--- config.mk ---
export PLATFORM = sky130hd
export DESIGN_NAME = axi_req_arbiter
export DESIGN_NICKNAME = d
export VERILOG_FILES = /design/src/rtl/axi_req_arbiter.sv
export SDC_FILE = /design/constraint.sdc
export NUM_CORES = 1
export LEC_CHECK = 0
export CAP_MARGIN = 40
export CORE_UTILIZATION = 44
export DETAILED_ROUTE_END_ITERATION = 6
export HOLD_SLACK_MARGIN = 0.1
export PLACE_DENSITY = 0.79
export SETUP_SLACK_MARGIN = 0.2
export SYNTH_ARGS = -nofsm -noshare
export SYNTH_HDL_FRONTEND = slang
export SYNTH_SLANG_ARGS = --single-unit
--- constraint.sdc ---
create_clock -name CLK -period 1.7 [get_ports CLK]
set_clock_uncertainty 0.1 [all_clocks]
set_input_delay 0.425 -clock CLK [delete_from_list [all_inputs] [get_ports CLK]]
set_output_delay 0.425 -clock CLK [all_outputs]
set_load 0.01 [all_outputs]
--- src/rtl/axi_req_arbiter.sv ---
// Arbitrates a write burst path and a read header path onto one TLP builder.
// Moore FSM: a granted transfer runs to completion; ties alternate on last_srv.
module axi_req_arbiter #(
  parameter int LEN_WIDTH = 8
) (
  input  logic                 CLK,
  input  logic                 ARST,
  input  logic                 wr_req,
  input  logic [LEN_WIDTH-1:0] wr_len,
  input  logic                 rd_req,
  input  logic                 tl_ready,
  input  logic                 fc_p_ok,
  input  logic                 fc_np_ok,
  output logic                 axi_req_wr_grant,
  output logic                 axi_req_rd_grant,
  output logic                 req_sel,
  output logic                 arb_busy
);

  typedef enum logic [1:0] {
    ARB_IDLE = 2'd0,
    WR_HDR   = 2'd1,
    WR_DATA  = 2'd2,
    RD_HDR   = 2'd3
  } arb_state_t;

  arb_state_t           state, state_n;
  logic [LEN_WIDTH-1:0] beat_cnt, beat_cnt_n;
  logic                 last_srv, last_srv_n;
  logic                 wr_elig, rd_elig;

  // Credits and builder readiness only matter at arbitration time.
  assign wr_elig = wr_req & fc_p_ok & tl_ready;
  assign rd_elig = rd_req & fc_np_ok & tl_ready;

  always_comb begin
    state_n    = state;
    beat_cnt_n = beat_cnt;
    last_srv_n = last_srv;
    case (state)
      ARB_IDLE: begin
        if (wr_elig && (!rd_elig || !last_srv)) begin
          state_n    = WR_HDR;
          beat_cnt_n = wr_len;
          last_srv_n = 1'b1;
        end else if (rd_elig) begin
          state_n    = RD_HDR;
          last_srv_n = 1'b0;
        end
      end
      WR_HDR: begin
        if (tl_ready) begin
          state_n = (beat_cnt == '0) ? ARB_IDLE : WR_DATA;
        end
      end
      WR_DATA: begin
        // beat_cnt counts remaining data beats after the header beat; exits at 1 so it never wraps.
        if (tl_ready) begin
          beat_cnt_n = beat_cnt - LEN_WIDTH'(1);
          if (beat_cnt == LEN_WIDTH'(1)) begin
            state_n = ARB_IDLE;
          end
        end
      end
      RD_HDR: begin
        if (tl_ready) begin
          state_n = ARB_IDLE;
        end
      end
      default: state_n = ARB_IDLE;
    endcase
  end

  always_ff @(posedge CLK) begin
    if (ARST) begin
      state            <= ARB_IDLE;
      beat_cnt         <= '0;
      last_srv         <= 1'b0;
      axi_req_wr_grant <= 1'b0;
      axi_req_rd_grant <= 1'b0;
      req_sel          <= 1'b0;
      arb_busy         <= 1'b0;
    end else begin
      state            <= state_n;
      beat_cnt         <= beat_cnt_n;
      last_srv         <= last_srv_n;
      // Outputs are registered copies of the decode of the next state.
      axi_req_wr_grant <= (state_n == WR_HDR) || (state_n == WR_DATA);
      axi_req_rd_grant <= (state_n == RD_HDR);
      req_sel          <= (state_n == WR_HDR) || (state_n == WR_DATA) ||
                          ((state_n == ARB_IDLE) && last_srv_n);
      arb_busy         <= (state_n != ARB_IDLE);
    end
  end

endmodule

==> results.env <==
FLOORPLAN.DIE.WIDTH_UM=47.3
WORST_SETUP_PATH_START_KIND='register'
SETUP_SLACK_NS=-0.219
NUMCLOCKSINKS=15
LAYOUT_WORST_PATH_CYCLE_SHARE=1.13
ARRIVAL_NS=2.02
AREA_DELTA_SYNTH_FINAL_PCT=66.5
GRT_START_MAX_NET_PINS=15
GRT_FIRST_PASS_WIRELENGTH_MM=4.00
MULTIINPUTGATEAREA_UM2=678
ROUTE.VIAS.TOTAL=980
ROUTE.DETAILED.DRC=0
MAXSLEWVIOLCOUNT=0
WORSTMARGINPINSLEW_NS=0.414
SYN-MEAN-INSTANCE-AREA_UM2=8.58
SYNTH_CELL_TYPE_COUNT=36
CORE-AREA_MM2=0.00194
EDFF_COUNT_SYNTH=0
FLOP_AND_LATCH_COUNT_OUT_OF_SYNTHESIS=15
RSZ0062_AT_GRT='true'
FILLERS=153
FLOORPLAN.INITIALDENSITY=0.464
DRTANTENNAVIOLNETS=0
LAYOUT_COMMON_CELLS='20 x sky130_fd_sc_hd__buf_4, 10 x sky130_fd_sc_hd__nor2_1, 9 x sky130_fd_sc_hd__clkdlybuf4s50_1, 9 x sky130_fd_sc_hd__dlygate4sd2_1, 9 x sky130_fd_sc_hd__buf_6'
DIEHEIGHT_UM=47.3
CTS_TREE='built'
SETUP_VIOL=3
DR_VIAS_CELL=5.44
CTSHOLDBUFFERS=0
POST_ROUTE_CELLS_DRIVE_ABOVE_1_SHARE=0.418
SYNTH_WARNINGS=0
FINAL_AREA_MM2=0.00150
MAX_FREQ_MHz=521
NETLIST_AREA_BEFORE_PLACEMENT_UM2=901
WORST_IR_DROP_VDD_V=0.000710
PATH_MAX_FANOUT=2
CLOCK_TREE.ROOT_CELL='sky130_fd_sc_hd__clkbuf_4'
DESIGN.DIE.AREA_MM2=0.00223
SYN-INSTANCE-COUNT=105
HOLD_VIOLATIONS=0
CAP_VIOLATIONS=0
CTS_MAX_LEVEL=1
DR.FIRST_ITER.DRC_COUNT=13
LAYOUT.NETS=174
CLK_PATH_BUF_DEPTH=2
POST-DP-HPWL_MM=1.88
OUTCOME='finished with violations'
ROWS=16
CLK_TRANSITION_REPORTED_PATHS_NS=0.11
P_LEAK_nW=0.646
BUFFER_PORTS.INSERTED=18
PIN_COUNT=19
ROUTABILITYCONGESTION=0.850
INITIAL_ANTENNA_VIOLATION_COUNT=0
ENDPOINT_KIND='register'
POWER_DENSITY_mW_PER_MM2=755
DETAIL_ROUTE.FIRST_PASS.ITERATIONS=6
NUM_ANTENNA_CELLS=0
NUMCTSBUFFERS=3
SETUP.WORST_PATH.CLASS='reg -> reg'
CRIT_REQUIRED_NS=1.81
FAILED_CHECKS='setup timing'
VIAS_IN_THE_FIRST_GLOBAL_ROUTE=957
MAX_SLEW_MARGIN=0.722
GLOBAL_ROUTE.OVERFLOW_TOTAL=0
FINALWIRELENGTH_MM=2.92
CLOCK_INSERTION_DELAY_WORST_SKEW_NS=0.31
PERIOD_MINUS_SLACK_NS=1.92
SYN_NETS=125
SEQ_TOTAL_AREA_YOSYS=0.333
DETAILED_PLACE.AREA_MM2=0.00129
REGAREA_UM2=312
SYNTH-MAIN-FF-CELL='sky130_fd_sc_hd__dfxtp_1'
AVGROUTEDWIREPERCELL_UM=16.2
WORSTHOLDPATHTYPE='reg -> reg'
FINALSETUPTNS_NS=-0.386
YS_ASYNC_SR_FRACTION=0
MOST_COMMON_CELL_AFTER_LAYOUT_FILL_AND_TAPS_ASIDE='sky130_fd_sc_hd__buf_4'
GRT_USE_TOTAL=0.271
-- registers in the layout, summed over array words and instances, names as in the netlist --
register          cells
beat_cnt              8
req_sel               1
axi_req_wr_grant      1
axi_req_rd_grant      1
last_srv              1
state                 2
arb_busy              1
-- report_power, final --
part / switching [mW] / internal, mW
clock: 0.136 / 0.0900
combinational: 0.226 / 0.262
sequential: 0.0284 / 0.389
total: 0.391 / 0.741
-- metrics by stage --
step           utilization  cells  worst slack (ns)  hold WS, ns  total power, mW
2_1_floorplan            -    105           -0.0895        0.354            0.617
6_report             0.773    180            -0.219        0.399             1.13
3_3_place_gp         0.666    172            -0.475        0.371            0.794
5_1_grt              0.773    180            -0.326        0.414             1.19
4_1_cts              0.727    178            -0.234        0.397             1.07
3_5_place_dp         0.666    172            -0.578        0.408            0.811
-- critical path, stage by stage, from the launching register on --
cell	delay, ns
sky130_fd_sc_hd__dfxtp_2	0.35
sky130_fd_sc_hd__nor4_4	0.30
sky130_fd_sc_hd__a31oi_2	0.16
sky130_fd_sc_hd__nor4_4	0.33
sky130_fd_sc_hd__ha_1	0.28
sky130_fd_sc_hd__nor2b_4	0.13
sky130_fd_sc_hd__o21bai_4	0.17
-- cells in the mapped netlist, types with 3 or more instances --
cell	n	area (µm²)
sky130_fd_sc_hd__inv_1	7	26.3
sky130_fd_sc_hd__ha_1	5	62.6
sky130_fd_sc_hd__nor2b_1	4	25.0
sky130_fd_sc_hd__nor2_1	10	37.5
sky130_fd_sc_hd__mux2i_1	3	30.0
sky130_fd_sc_hd__nand2_1	7	26.3
sky130_fd_sc_hd__a211oi_1	3	22.5
sky130_fd_sc_hd__o21ai_0	6	30.0
sky130_fd_sc_hd__a21oi_1	8	40.0
sky130_fd_sc_hd__dfxtp_1	15	300
-- cell families (layout without fill, tap and decap cells) --
group           after synthesis  after routing  share of synthesized area
simple gates                 43             43                      0.303
mux                           3              3                     0.0333
buf+inv                      10             58                     0.0472
compound gates               29             29                      0.214
fa+ha+maj                     5              5                     0.0694
flops                        15             15                      0.333
-- routing by layer --
layer,track usage,part of all wire,up-vias
met2,0.510,0.55,24
met1,0.257,0.39,470
met5,0,0,-
li1,-,-,477
met3,0.0769,0.033,9
met4,0.154,0.022,0
-- final timing paths --
kind	start	to	slack [ns]	cells past startpoint
setup reg to reg	beat_cnt[6]$_SDFFE_PP0P_	req_sel$_SDFF_PP0_	-0.22	6
hold reg to reg	beat_cnt[4]$_SDFFE_PP0P_	beat_cnt[4]$_SDFFE_PP0P_	0.40	2
hold / removal	beat_cnt[4]$_SDFFE_PP0P_	beat_cnt[4]$_SDFFE_PP0P_	0.40	2
setup / recovery	beat_cnt[6]$_SDFFE_PP0P_	req_sel$_SDFF_PP0_	-0.22	6
-- final cells by class --
class / instances / area share
Clock inverter: 1 / 0.00500
Tap cell: 27 / 0.0225
Multi-Input combinational cell: 80 / 0.452
Inverter: 7 / 0.0175
Sequential cell: 15 / 0.208
Clock buffer: 3 / 0.0150
Timing Repair Buffer: 47 / 0.280
-- what timing repair did --
action	4_1_cts	5_1_grt
gates resized for setup	39	15
setup buffers	1	2
setup endpoints to repair	19	14
gates cloned	1	0
pin swaps	10	5
Power figures use the tool's default switching activity.
